==> src/rtl/alu_pkg.sv <==
// Shared definitions for the shared-ALU controller: opcodes, FSM encoding and width defaults.
package alu_pkg;

    localparam int unsigned W_DEF = 32;
    localparam int unsigned OP_W  = 3;

    typedef enum logic [OP_W-1:0] {
        OP_NOP     = 3'd0,
        OP_ADD     = 3'd1,
        OP_SUB     = 3'd2,
        OP_AND     = 3'd3,
        OP_OR      = 3'd4,
        OP_XOR     = 3'd5,
        OP_NOR     = 3'd6,
        OP_ILLEGAL = 3'd7
    } alu_op_e;

    typedef enum logic [1:0] {
        ST_IDLE = 2'd0,
        ST_EXEC = 2'd1,
        ST_RESP = 2'd2
    } state_e;

    // Only arithmetic ops may report signed overflow.
    function automatic logic op_has_ovf(input logic [OP_W-1:0] op);
        return (op == OP_ADD) || (op == OP_SUB);
    endfunction

    // NOP and the illegal encoding produce a zero result regardless of the ALU.
    function automatic logic op_is_null(input logic [OP_W-1:0] op);
        return (op == OP_NOP) || (op == OP_ILLEGAL);
    endfunction

endpackage

==> src/rtl/alu_share_ctrl_rr_arb2.sv <==
// Two-input round-robin grant; purely combinational, pointer register lives in the parent.
module rr_arb2 (
    input  logic [1:0] i_req_valid,
    input  logic       i_last,
    output logic       o_grant_valid_c,
    output logic       o_grant_id_c
);

    always_comb begin
        o_grant_valid_c = |i_req_valid;
        o_grant_id_c    = 1'b0;
        if (i_req_valid == 2'b11) begin
            o_grant_id_c = ~i_last;
        end else if (i_req_valid[1]) begin
            o_grant_id_c = 1'b1;
        end
    end

endmodule

==> src/rtl/alu_share_ctrl.sv <==
// Arbitrates two clients onto one external ALU and returns results through a held response handshake.
module alu_share_ctrl
    import alu_pkg::*;
#(
    parameter int unsigned W     = W_DEF,
    parameter int unsigned CNT_W = 16
) (
    input  logic             clk,
    input  logic             rst_n,
    input  logic [1:0]       req_valid,
    output logic [1:0]       req_ready,
    input  logic [OP_W-1:0]  req_op0,
    input  logic [OP_W-1:0]  req_op1,
    input  logic [W-1:0]     req_a0,
    input  logic [W-1:0]     req_b0,
    input  logic [W-1:0]     req_a1,
    input  logic [W-1:0]     req_b1,
    output logic [1:0]       resp_valid,
    input  logic [1:0]       resp_ready,
    output logic [W-1:0]     resp_data,
    output logic             resp_ovf,
    output logic [W-1:0]     alu_a,
    output logic [W-1:0]     alu_b,
    output logic [OP_W-1:0]  alu_op,
    input  logic [W-1:0]     alu_out,
    input  logic             alu_overflow,
    output logic             busy,
    output logic [CNT_W-1:0] ops_done
);

    state_e            r_state;
    state_e            w_state_nxt;
    logic              r_last;
    logic              r_id;
    logic [W-1:0]      r_alu_a;
    logic [W-1:0]      r_alu_b;
    logic [OP_W-1:0]   r_alu_op;
    logic [W-1:0]      r_resp_data;
    logic              r_resp_ovf;
    logic [CNT_W-1:0]  r_ops_done;
    logic              w_gnt_valid;
    logic              w_gnt_id;
    logic              w_req_hs;
    logic              w_resp_hs;

    rr_arb2 u_arb (
        .i_req_valid     (req_valid),
        .i_last          (r_last),
        .o_grant_valid_c (w_gnt_valid),
        .o_grant_id_c    (w_gnt_id)
    );

    always_ff @(posedge clk or negedge rst_n) begin
        if (!rst_n) begin
            r_state <= ST_IDLE;
        end else begin
            r_state <= w_state_nxt;
        end
    end

    // Next state plus the combinational request ready (only ever high in IDLE).
    always_comb begin
        w_state_nxt = r_state;
        req_ready   = 2'b00;
        w_req_hs    = 1'b0;
        w_resp_hs   = 1'b0;
        case (r_state)
            ST_IDLE: begin
                if (w_gnt_valid) begin
                    req_ready[w_gnt_id] = 1'b1;
                    w_req_hs            = 1'b1;
                    w_state_nxt         = ST_EXEC;
                end
            end
            ST_EXEC: begin
                w_state_nxt = ST_RESP;
            end
            ST_RESP: begin
                if (resp_ready[r_id]) begin
                    w_resp_hs   = 1'b1;
                    w_state_nxt = ST_IDLE;
                end
            end
            default: begin
                w_state_nxt = ST_IDLE;
            end
        endcase
    end

    always_ff @(posedge clk or negedge rst_n) begin
        if (!rst_n) begin
            r_last      <= 1'b1;
            r_id        <= 1'b0;
            r_alu_a     <= '0;
            r_alu_b     <= '0;
            r_alu_op    <= '0;
            r_resp_data <= '0;
            r_resp_ovf  <= 1'b0;
            r_ops_done  <= '0;
        end else begin
            if (w_req_hs) begin
                r_id     <= w_gnt_id;
                r_alu_a  <= w_gnt_id ? req_a1  : req_a0;
                r_alu_b  <= w_gnt_id ? req_b1  : req_b0;
                r_alu_op <= w_gnt_id ? req_op1 : req_op0;
            end
            if (r_state == ST_EXEC) begin
                r_last <= r_id;
                if (op_is_null(r_alu_op)) begin
                    r_resp_data <= '0;
                    r_resp_ovf  <= 1'b0;
                end else begin
                    r_resp_data <= alu_out;
                    r_resp_ovf  <= alu_overflow & op_has_ovf(r_alu_op);
                end
            end
            if (w_resp_hs) begin
                r_ops_done <= r_ops_done + CNT_W'(1);
            end
        end
    end

    assign resp_valid = (r_state == ST_RESP) ? (r_id ? 2'b10 : 2'b01) : 2'b00;
    assign busy       = (r_state != ST_IDLE);
    assign resp_data  = r_resp_data;
    assign resp_ovf   = r_resp_ovf;
    assign alu_a      = r_alu_a;
    assign alu_b      = r_alu_b;
    assign alu_op     = r_alu_op;
    assign ops_done   = r_ops_done;

endmodule

==> config.mk <==
export PLATFORM = sky130hd
export DESIGN_NAME = alu_share_ctrl
export DESIGN_NICKNAME = d
export VERILOG_FILES = /design/src/rtl/alu_pkg.sv /design/src/rtl/alu_share_ctrl_rr_arb2.sv /design/src/rtl/alu_share_ctrl.sv
export SDC_FILE = /design/constraint.sdc
export NUM_CORES = 1
export LEC_CHECK = 0
export ABC_AREA = 1
export CAP_MARGIN = 20
export CORE_ASPECT_RATIO = 0.9
export CORE_MARGIN = 5
export CORE_UTILIZATION = 39
export DETAILED_ROUTE_END_ITERATION = 10
export PLACE_DENSITY = 0.92
export SLEW_MARGIN = 0
export SYNTH_ARGS = -nofsm -noshare
export SYNTH_HDL_FRONTEND = slang
export SYNTH_HIERARCHICAL = 1
export SYNTH_SLANG_ARGS = --single-unit
==> constraint.sdc <==
create_clock -name clk -period 1.9 [get_ports clk]
set_input_delay 0.57 -clock clk [delete_from_list [all_inputs] [get_ports clk]]
set_output_delay 0.57 -clock clk [all_outputs]
set_load 0.05 [all_outputs]
## Word level (Yosys, flattened, before mapping)

Index checks and enable logic that the tools add are counted.

- ROM bits: 0
- Logic and storage cells: 53
- Input port bits: 173
- Memories kept: 0
- Register bits: 120
- Latch bits: 0
- RAM bits: 0

- $add $sub $neg: 1
- Equal/unequal tests: 8
- Bitwise gates (word level): 2
- Mux-type cells: 22
- Divide/modulo/power cells: 0
- Multipliers: 0
- Reductions and logical operators: 8
- Shift-type cells: 0
- $lt $le $gt $ge: 3

Operators by type and width:

| kind | count |
|---|---|
| 32-bit two-way mux | 3 |
| 16-bit by 1-bit adder with 16-bit output (second input constant) | 1 |
| 2-bit two-way mux | 6 |
| 1-bit two-way mux | 10 |
| 2-bit case mux with 3 select lines | 1 |
| 2-bit == test (second input constant) | 2 |
| 1-bit by 2-bit less-than comparator with 1-bit output (second input constant) | 2 |
| 3-bit by 1-bit == test with 1-bit output (second input constant) | 1 |
| 3-bit by 2-bit == test with 1-bit output (second input constant) | 1 |
| 3-bit == test (second input constant) | 1 |
| 3-bit logical NOT | 1 |
| 3-bit two-way mux | 1 |
| 2-bit by 1-bit == test with 1-bit output (second input constant) | 1 |
| 2-bit logical NOT | 1 |
| 1-bit logical OR | 2 |
| 2-bit by 1-bit != test with 1-bit output (second input constant) | 1 |
| 2-bit != test (second input constant) | 1 |
| 2-bit AND reduction | 1 |
| 2-bit nonzero test | 1 |
| 2-bit OR reduction | 1 |
| 1-bit AND | 1 |
| 1-bit demux with 1-bit select | 1 |
| 1-bit >= comparator (second input constant) | 1 |
| 1-bit logical AND | 1 |
| 1-bit inverter | 1 |

## Depth between registers and ports, before layout

Gate-level depths: netlist of the first run.

- Word-level depth: 8
- Mapped depth: 9
- Gate-level depth less buffers: 9

## Cells and area by module

Netlist of the first run, hierarchy kept.

Modules (own cells, without submodules):

| module | cells each | area an instance (µm²) | times used | seq. area each (µm²) |
|---|---|---|---|---|
| alu_share_ctrl | 643 | 5366.4 | 1 | 3004.1 |
| rr_arb2 | 3 | 15.0 | 1 | 0.0 |

## Worst setup path after synthesis of the first run

OpenSTA, ideal clock, no wires.

- Kind: input to output
- Start: input port req_valid[1]
- End: output port req_ready[1]
- Required time: 1.330 ns
- Arrival time: 1.347 ns
- Slack: -0.017 ns
- Buffers on the path: 1
- Cell stages on the path: 5
- Cells stage by stage: inv_1 > a21oi_1 > nand2_2 > inv_2 > buf_2

- Word-level cells in the longest chain between the ends: 8
- Elaborated cells between the ends (all ways): 11
- Those cells by class: order compare (2); eq/ne (1); mux (6); reduce/logical (2)

Ends and longest elaborated chain:

| element | line | RTL |
|---|---|---|
| from (decl) | alu_share_ctrl.sv:10 | `input logic [1:0] req_valid,` |
| 2-bit == test or 1-bit two-way mux (tied branches) | alu_share_ctrl_rr_arb2.sv:12, alu_share_ctrl_rr_arb2.sv:14 |  |
| 1-bit two-way mux (*) | alu_share_ctrl_rr_arb2.sv:12 | `if (i_req_valid == 2'b11) begin` |
| via w_gnt_id | alu_share_ctrl.sv:42 | `logic w_gnt_id;` |
| 1-bit by 2-bit less-than comparator with 1-bit output (implied by the code) or 1-bit >= comparator (tied branches) | alu_share_ctrl.sv:70 | `req_ready[w_gnt_id] = 1'b1;` |
| 1-bit logical AND (implied by the code) | alu_share_ctrl.sv:70 |  |
| 1-bit two-way mux (implied by the code) | alu_share_ctrl.sv:70 |  |
| 1-bit demux with 1-bit select (*) | alu_share_ctrl.sv:70 |  |
| 2-bit two-way mux (*) | alu_share_ctrl.sv:69 | `if (w_gnt_valid) begin` |
| 2-bit two-way mux (*) | alu_share_ctrl.sv:67 | `case (r_state)` |
| to (decl) | alu_share_ctrl.sv:11 | `output logic [1:0] req_ready,` |

The timed path passes the listed nets; every way through them passes the cells marked *.

## Final worst setup path of the first run

- Start: register r_last
- End: output port req_ready[0]

- Word-level cells in the longest chain between the ends: 8
- Elaborated cells between the ends (all ways): 9
- Those cells by class: order compare (2); mux (5); bitwise (1); reduce/logical (1)

Ends and longest elaborated chain:

| element | line | RTL |
|---|---|---|
| from (decl) | alu_share_ctrl.sv:33 | `logic r_last;` |
| from (signal assigned) | alu_share_ctrl.sv:108 | `r_last <= r_id;` |
| 1-bit inverter (*) | alu_share_ctrl_rr_arb2.sv:13 | `o_grant_id_c = ~i_last;` |
| 1-bit two-way mux (*) | alu_share_ctrl_rr_arb2.sv:12 |  |
| via w_gnt_id | alu_share_ctrl.sv:42 |  |
| 1-bit by 2-bit less-than comparator with 1-bit output (implied by the code) or 1-bit >= comparator (tied branches) | alu_share_ctrl.sv:70 |  |
| 1-bit logical AND (implied by the code) | alu_share_ctrl.sv:70 |  |
| 1-bit two-way mux (implied by the code) | alu_share_ctrl.sv:70 |  |
| 1-bit demux with 1-bit select (*) | alu_share_ctrl.sv:70 |  |
| 2-bit two-way mux (*) | alu_share_ctrl.sv:69 |  |
| 2-bit two-way mux (*) | alu_share_ctrl.sv:67 |  |

Marked as above.

==> impl_metrics.yaml, run 1 <==
status:
  status: "finished, violations left"
  violations: "negative setup slack"
synth:
  synth_cell_type_count: 27
  synth_area_leaders: "dfrtp_1, nand2_1, nand3_1, nand3_2, inv_1"
  ys_seq_area_share_pct: 55.82
  yosysWarnings: 6
  yosys.area.top_type_share_pct: 55.34
  yosysTopAreaCell: "dfrtp_1"
  postSynthCellCount: 646
  avgSynthCellArea_um2: 8.330
  ys_ff_latch: 120
  syn_nets: 820
  syn-cell-area_mm2: 0.005381
placement:
  dpl_cell_area_mm2: 0.008351
  place.gp.congestion: 0.8140
  pre_cts_ws_ps: -379.2
  hpwl_um: 13410
  io_buffer_count: 293
floorplanning:
  ios: 294
  die_h_um: 121.4
  start_util_pct: 39.97
  core_mm2: 0.01346
  dieArea_mm2: 0.01625
  row_count: 40
  dieWidth_um: 133.8
grt:
  grt_max_degree: 73
  grt_antenna_before_repair: 0
  grt_pass1_wl_um: 28090
  overflow: 0
  grt.total_usage_pct: 21.96
  grt_pass1_vias: 5597
power:
  power_mw: 16.84
  p_per_area_mw_per_mm2: 1869
  ir_worst_vdd_mv: 1.209
  p_leak_nw: 4.515
timing:
  fin_ws_ps: -122.1
  final-setup-viol-count: 3
  tightest_slew_ps: 582.7
  clock_skew_ps: 7.742
  rsz0062_at_grt: "yes"
  timing.final.crit_share_pct: 106.4
  period_needed_ps: 2022
  slew_headroom_pct: 61.15
  max_freq_mhz: 494.5
  tns_ps: -236.8
  maxSlewViolCount: 0
  hold_viol_final: 0
layout:
  syn2layout_area_growth_pct: 67.40
  n_antenna_cell: 0
  layout_common_cells: "nand2_1, clkdlybuf4s50_1, buf_4"
  layout_commonest_cell: "nand2_1"
  postLayoutCoreUtil_pct: 66.91
  drive_above_1_share_pct: 21.81
  design_area_mm2: 0.009009
  nets: 1125
setup_path:
  slowest_stage: "dfstp_2"
  startpoint_type: "flop"
  slowest_delay_ps: 530
  crit_type: "reg2out"
  worstPathRequired_ps: 1330
  crit_arrival_ps: 1450
  crit_path_max_fanout: 3
  end_kind: "output pin"
  cp_cell_sequence: "a21oi_1, buf_4, nor2_4, buf_12"
cts:
  cts-buffers-inserted: 17
  cts_tree: "done"
  worstSkewPairLatency_ps: 410
  cts_htree_levels: 4
  clk_pin_slew_ps: 50
  clock-sinks: 120
  clk_root_buffer_cell: "clkbuf_16"
  clockBufferDepth: 2
drt:
  viasPerCell: 4.857
  first_pass_iters: 4
  drc: 0
  ant_nets: 0
  routed_wl_um: 18150
  wl_per_cell_um: 16.05
  vias: 5493
  detail_route.iter0.violations: 292
job:
  maxCapViolCount: 0
worst_hold_path:
  hold_class: "in2async"
area by class of cell:
| class | instances | area [um2] |
|---|---|---|
| sequential | 120 | 3004 |
| inverter | 30 | 115.1 |
| timing repair buffer | 316 | 2975 |
| clock buffer | 21 | 440.4 |
| tap | 168 | 210.2 |
| multi-input combinational | 466 | 2111 |
| fill | 1035 | 4454 |
| clock inverter | 10 | 152.6 |
cells by family after synthesis:
logic type | share of synthesized area (%)
AND/OR/NAND/NOR | 36.62
flip-flops | 55.82
buffers and inverters | 5.324
XOR/XNOR | 1.302
AO/OA/AOI/OAI | 0.6974
adder cells (fa/ha/maj) | 0.2325
path summary, 6_finish.rpt:
kind / from / to / slack, ps / cells past startpoint
max reg2reg: r_last / alu_a[30] / 260 / 6
max: r_last / req_ready[0] / -120 / 4
min in group clk: resp_data[28] / resp_data[28] / 480 / 2
max in group asynchronous: rst_n / r_last / 1360 / 2
min: rst_n / ops_done[10] / 150 / 2
min reg2reg: resp_data[28] / resp_data[28] / 480 / 2
timing repair:
item                                    CTS  global route
hold buffers                              0             0
buffers inserted                          4             0
endpoints found under the hold margin     0             0
endpoints found under the setup margin    4             5
pin swaps                                 4             3
resized for setup                         7             4
metrics by stage:
stage	cells	hold slack (ps)
floorplan	646	274.4
global placement	1096	462.9
detailed placement	1096	466.9
CTS	1131	153.9
global route	1131	167.8
finish	1131	153.2
cell usage after synthesis:
library cell and count:
nand2_1 302, dfrtp_1 119, nand3_1 99, inv_1 25, buf_2 15, nor2_1 13
nand2_2 11, nand3_2 10, xor2_1 8, clkbuf_1 6, inv_2 5, nand4_1 5
o21ai_0 5, buf_1 3, buf_4 3, nor2_2 3, nor2_4 3, buf_6 2
a21oi_1 1, buf_12 1, dfstp_2 1, ha_1 1, nand2_4 1, nand3_4 1
nor3_1 1, o211ai_1 1, or2_1 1
sequential cells by signal, summed over array words and instances (netlist names):
| name | flops |
|---|---|
| alu_a | 32 |
| alu_b | 32 |
| resp_data | 32 |
| ops_done | 16 |
| alu_op | 3 |
| r_state | 2 |
| r_id | 1 |
| r_last | 1 |
| resp_ovf | 1 |
per-layer routing:
layer / share of wire (%) / track usage, % / vias to the layer above
met1: 38 / 24.61 / 2616
met5: 0 / 0 / -
met2: 52 / 39.24 / 210
li1: - / - / 2639
met4: 1.7 / 6.491 / 0
met3: 7.6 / 7.877 / 28
worst max-delay path: cells and delay by family, from the launching register on:
kind,cells,cell delay [ps]
DFF,1,530
and+or+nand+nor,1,150
buffers and inverters,2,300
AOI/OAI and AO/OA,1,70
where the power goes:
| part | leakage, nW | internal (mW) | switching (mW) | total (mW) |
|---|---|---|---|---|
| clock | 0.290 | 2.17 | 1.10 | 3.27 |
| sequential | 1.49 | 3.63 | 0.706 | 4.34 |
| combinational | 2.73 | 2.92 | 6.32 | 9.24 |
Power figures use the tool's default switching activity.
==> run 2: changes to the inputs <==
--- a/config.mk
+++ b/config.mk
@@ -7,9 +7,10 @@
 export LEC_CHECK = 0
 export ABC_AREA = 1
 export CAP_MARGIN = 20
-export CORE_ASPECT_RATIO = 0.9
+export CORE_ASPECT_RATIO = 1.25
 export CORE_MARGIN = 5
 export CORE_UTILIZATION = 39
+export CTS_BUF_LIST = sky130_fd_sc_hd__clkbuf_16
 export DETAILED_ROUTE_END_ITERATION = 10
 export PLACE_DENSITY = 0.92
 export SLEW_MARGIN = 0
==> run 2 against run 1 <==
  * The run still ends with negative setup slack left
  * Critical path depth unchanged
  * Global-route usage up 0.82 points
  * Critical endpoint unchanged
  * Worst setup slack better by 24 ps
==> impl_metrics.yaml, run 2 (synthesis gave the netlist of run 1 again) <==
drt:
  wl_per_cell_um: 16.16
  routed_wl_um: 18570
  drc: 0
  viasPerCell: 4.917
  vias: 5650
  ant_nets: 0
  detail_route.iter0.violations: 342
  first_pass_iters: 5
floorplanning:
  dieWidth_um: 115.1
  row_count: 48
  ios: 294
  dieArea_mm2: 0.01626
  core_mm2: 0.01369
  die_h_um: 141.3
  start_util_pct: 39.30
timing:
  timing.final.crit_share_pct: 105.2
  slew_headroom_pct: 52.15
  period_needed_ps: 1998
  max_freq_mhz: 500.5
  final-setup-viol-count: 3
  rsz0062_at_grt: "yes"
  tightest_slew_ps: 717.8
  clock_skew_ps: 29.23
  fin_hold_ws_ps: 476.3
  hold_viol_final: 0
  maxSlewViolCount: 0
  fin_ws_ps: -97.89
grt:
  grt_pass1_wl_um: 28750
  grt_max_degree: 68
  overflow: 0
  grt_pass1_vias: 5760
  grt_antenna_before_repair: 0
  grt.total_usage_pct: 22.77
setup_path:
  reg2reg_slack_ps: -70
  crit_arrival_ps: 1430
  crit_type: "reg2out"
  r2r_cells: 14
  startpoint_type: "flop"
  reg2reg_to: "r_id"
  end_kind: "output pin"
  worstPathRequired_ps: 1330
  slowest_delay_ps: 570
  cp_cell_sequence: "a21oi_4, buf_6, nor2_4, buf_12"
  r2r_start: "r_state[1]"
  slowest_stage: "dfstp_2"
  crit_path_max_fanout: 2
cts:
  clockBufferDepth: 2
  clock-sinks: 120
  worstSkewPairLatency_ps: 410
  clk_root_buffer_cell: "clkbuf_16"
  cts_htree_levels: 4
  cts-buffers-inserted: 17
  clk_pin_slew_ps: 50
  cts_tree: "done"
layout:
  layout_common_cells: "nand2_1, clkdlybuf4s50_1, buf_4"
  postLayoutCoreUtil_pct: 66.72
  drive_above_1_share_pct: 23.00
  syn2layout_area_growth_pct: 69.77
  layout_commonest_cell: "nand2_1"
  multi_input_area_mm2: 0.002128
  nets: 1140
  seqCellArea_mm2: 0.003004
  n_antenna_cell: 0
  num-fill-cells: 1048
placement:
  hpwl_um: 13910
  pre_cts_ws_ps: -528.4
  place.gp.congestion: 0.8828
  io_buffer_count: 293
power:
  power_mw: 16.69
  p_leak_nw: 4.576
  ir_worst_vdd_mv: 1.191
  p_sw_mw: 8.204
  seqPwrFrac_pct: 26.3
  p_clk_share_pct: 16.6
  p_per_area_mw_per_mm2: 1827
  internal_power_mw: 8.489
  power_frac_comb_pct: 57.0
  swShare_pct: 49.15
status:
  violations: "negative setup slack"
  status: "finished, violations left"
worst_hold_path:
  holdPathStages: 2
  worst_hold_startpoint: "resp_data[12]"
  hold_class: "reg2reg"
  min_to: "resp_data[12]"
job:
  maxCapViolCount: 0
==> run 2: per-stage QoR <==
stage,cell area (um2),TNS [ps],std cells
3_5_place_dp,8439,-32440,1102
6_report,9136,-255.9,1149
5_1_grt,9136,-1268,1149
4_1_cts,9115,-161.9,1147
3_3_place_gp,8439,-29490,1102
2_1_floorplan,5384,0,646
==> run 2: final cells by class <==
cell class	instances	area share, %
Multi-Input combinational cell	466	23.29
Timing Repair Buffer	331	34.76
Clock inverter	10	0.7532
Tap cell	175	2.397
Inverter	30	1.260
Clock buffer	17	4.656
Sequential cell	120	32.88
==> run 2: worst max-delay path by stage <==
stage / end / cells after the start / slack [ps] / from
after global routing: req_ready[0] / 4 / -150 / r_last
after detailed placement: alu_a[0] / 7 / -530 / req_valid[1]
after global placement: alu_a[27] / 7 / -450 / req_valid[1]
final: req_ready[0] / 4 / -100 / r_last
after CTS: req_ready[0] / 5 / -110 / r_state[1]
after floorplan: req_ready[1] / 6 / 40 / req_valid[1]
==> run 2: power by group through the flow <==
| stage | logic, mW | registers, mW | clock network, mW |
|---|---|---|---|
| 6_report | 9.52 | 4.39 | 2.78 |
| 5_1_grt | 10.1 | 4.52 | 2.94 |
| 4_1_cts | 9.54 | 4.40 | 2.83 |
| 3_5_place_dp | 9.27 | 4.38 | 0 |
| 3_3_place_gp | 9.07 | 4.36 | 0 |
| 2_1_floorplan | 2.50 | 7.71 | 0 |
==> run 2: worst max-delay path, delay by kind of cell, from the launching register on <==
| kind | cells | cell delay [ps] |
|---|---|---|
| compound gates | 1 | 70 |
| buf+inv | 2 | 270 |
| flops | 1 | 570 |
| simple gates | 1 | 130 |
==> run 2: repair_timing <==
item                       CTS  global route
resized for setup           20             2
pin swaps                    6             3
hold buffers                 1             0
setup buffers               18             2
setup endpoints to repair   71            45
hold endpoints to repair     1             0
==> run 2: metal layers <==
| layer | track usage (%) | part of all wire [%] | up-vias | wire [um] |
|---|---|---|---|---|
| li1 | - | - | 2670 | - |
| met1 | 25.73 | 37 | 2670 | 6805 |
| met2 | 37.71 | 51 | 242 | 9400 |
| met3 | 6.997 | 7.5 | 68 | 1398 |
| met4 | 13.16 | 5.2 | 0 | 963 |
| met5 | 0 | 0 | - | 0 |
==> run 3: changes to the inputs <==
--- a/config.mk
+++ b/config.mk
@@ -9,10 +9,10 @@
 export CAP_MARGIN = 20
 export CORE_ASPECT_RATIO = 1.25
 export CORE_MARGIN = 5
-export CORE_UTILIZATION = 39
+export CORE_UTILIZATION = 35
 export CTS_BUF_LIST = sky130_fd_sc_hd__clkbuf_16
 export DETAILED_ROUTE_END_ITERATION = 10
-export PLACE_DENSITY = 0.92
+export PLACE_DENSITY = 0.87
 export SLEW_MARGIN = 0
 export SYNTH_ARGS = -nofsm -noshare
 export SYNTH_HDL_FRONTEND = slang
==> constraint.sdc (replaced) <==
create_clock -name clk -period 1.74 [get_ports clk]
set_input_delay 0.522 -clock clk [delete_from_list [all_inputs] [get_ports clk]]
set_output_delay 0.522 -clock clk [all_outputs]
set_load 0.05 [all_outputs]
==> run 3 against run 2 <==
  * Non-clock buffer count decreased by 14
  * Highest routed layer unchanged
  * Core utilization increased by 2.9 points
  * Clock skew shrank 16 ps
  * Clock power rose by 31%
  * The run still ends with negative setup slack left
  * Register-to-register slack better by 290 ps
  * Via count down 1.6%
  * Design area rose by 14%
  * Die area increased by 11%
  * Cell count hardly changed
  * Critical path type is now in2out
  * Worst hold slack worse by 440 ps
  * First-iteration DRC count fell by 6.7%
  * Worst setup slack got worse by 100 ps
==> impl_metrics.yaml, run 3 (synthesis gave the netlist of run 1 again) <==
drt:
  viasPerCell: 4.841
  ant_nets: 0
  drc: 0
  routed_wl_um: 19880
  first_pass_iters: 5
  vias: 5558
  wl_per_cell_um: 17.32
  detail_route.iter0.violations: 319
timing:
  maxSlewViolCount: 0
  hold_viol_final: 0
  max_freq_mhz: 515.7
  final-setup-viol-count: 5
  tightest_slew_ps: 401.5
  timing.final.crit_share_pct: 111.5
  fin_ws_ps: -199.3
  slew_headroom_pct: 73.23
  rsz0062_at_grt: "yes"
  period_needed_ps: 1939
  clock_skew_ps: 13.42
floorplanning:
  ios: 294
  die_h_um: 148.6
  dieArea_mm2: 0.01797
  row_count: 50
  dieWidth_um: 120.9
  start_util_pct: 35.84
  core_mm2: 0.01501
layout:
  finalNonFillerCells: 1148
  layout_commonest_cell: "nand2_1"
  num-fill-cells: 1031
  nets: 1126
  syn2layout_area_growth_pct: 94.33
  postLayoutCoreUtil_pct: 69.65
  drive_above_1_share_pct: 22.38
  layout_common_cells: "nand2_1, clkdlybuf4s50_1, buf_12"
cts:
  cts_htree_levels: 4
  cts_tree: "done"
  worstSkewPairLatency_ps: 410
  clk_root_buffer_cell: "clkbuf_16"
  clockBufferDepth: 2
  cts-buffers-inserted: 17
  clk_pin_slew_ps: 60
  clock-sinks: 120
setup_path:
  crit_type: "in2out"
  worstPathRequired_ps: 1220
  slowest_delay_ps: 260
  crit_buf_inv: 4
  path_delay_family: "simple AND/OR/NAND/NOR gates"
  end_kind: "output pin"
  startpoint_type: "input port"
  crit_path_max_fanout: 4
  slowest_stage: "or2_4"
  cp_cell_sequence: "clkdlybuf4s15_1, or2_4, nand3_4, inv_2, nand2_2, inv_4, buf_12"
  crit_arrival_ps: 1420
status:
  violations: "negative setup slack"
  status: "finished, violations left"
power:
  power_mw: 21.69
  p_leak_nw: 4.969
  ir_worst_vdd_mv: 1.242
  p_per_area_mw_per_mm2: 2074
placement:
  hpwl_um: 15340
  dp.cells: 1114
  io_buffer_count: 293
  place.gp.congestion: 0.8433
grt:
  grt_pass1_vias: 5664
  grt.total_usage_pct: 21.60
  grt_pass1_wl_um: 29880
  overflow: 0
  grt_antenna_before_repair: 1
  grt_max_degree: 37
worst_hold_path:
  hold_class: "in2async"
job:
  maxCapViolCount: 0
-- run 3: routing by layer --
metal / vias up / global-route usage, % / routed length [um]
met5: - / 0 / 0
met4: 0 / 9.240 / 656
met3: 36 / 7.303 / 1519
met2: 247 / 38.47 / 10610
met1: 2627 / 23.16 / 7093
li1: 2648 / - / -
-- run 3: where the power goes --
| part | internal [mW] | switching (mW) | leakage (nW) |
|---|---|---|---|
| Sequential | 3.97 | 1.37 | 1.49 |
| Clock | 2.37 | 1.28 | 0.295 |
| Combinational | 5.73 | 6.97 | 3.18 |
-- run 3: final timing paths --
check / from / endpoint / slack (ps) / cells after the start
setup / recovery: req_valid[1] / req_ready[1] / -200 / 7
hold / removal: rst_n / resp_data[16] / 30 / 1
setup reg to reg: r_last / alu_b[13] / 220 / 5
hold reg to reg: r_last / r_last / 530 / 2
max in group asynchronous: rst_n / r_last / 1130 / 2
min in group clk: r_last / r_last / 530 / 2
-- run 3: what timing repair did --
item                                    CTS  global route
endpoints found under the setup margin   62             5
setup buffers                             1             1
gates resized for setup                  15             0
hold endpoints to repair                  0             0
pin swaps                                 4             4
hold buffers                              0             0
cloned                                    0             0
-- run 3: final cells by class --
cell class	count	area (um2)	share of cell area [%]
Timing Repair Buffer	317	4379	41.88
Sequential cell	120	3004	28.73
Multi-Input combinational cell	466	2120	20.27
Clock buffer	17	425.4	4.068
Tap cell	182	227.7	2.178
Clock inverter	15	183.9	1.759
Inverter	30	115.1	1.101
Antenna cell	1	2.502	0.02393
-- run 3: stage by stage --
stage	setup TNS [ps]	worst slack (ps)	hold slack [ps]	cell area (um2)
after floorplan	-147.5	-62.95	226.4	5384
after global placement	-31610	-560.2	469.3	9812
after detailed placement	-32540	-552.8	476.2	9812
final	-584.0	-199.3	32.02	10460
after global routing	-856.6	-233.7	40.33	10460
after CTS	-587.0	-197.7	35.66	10450
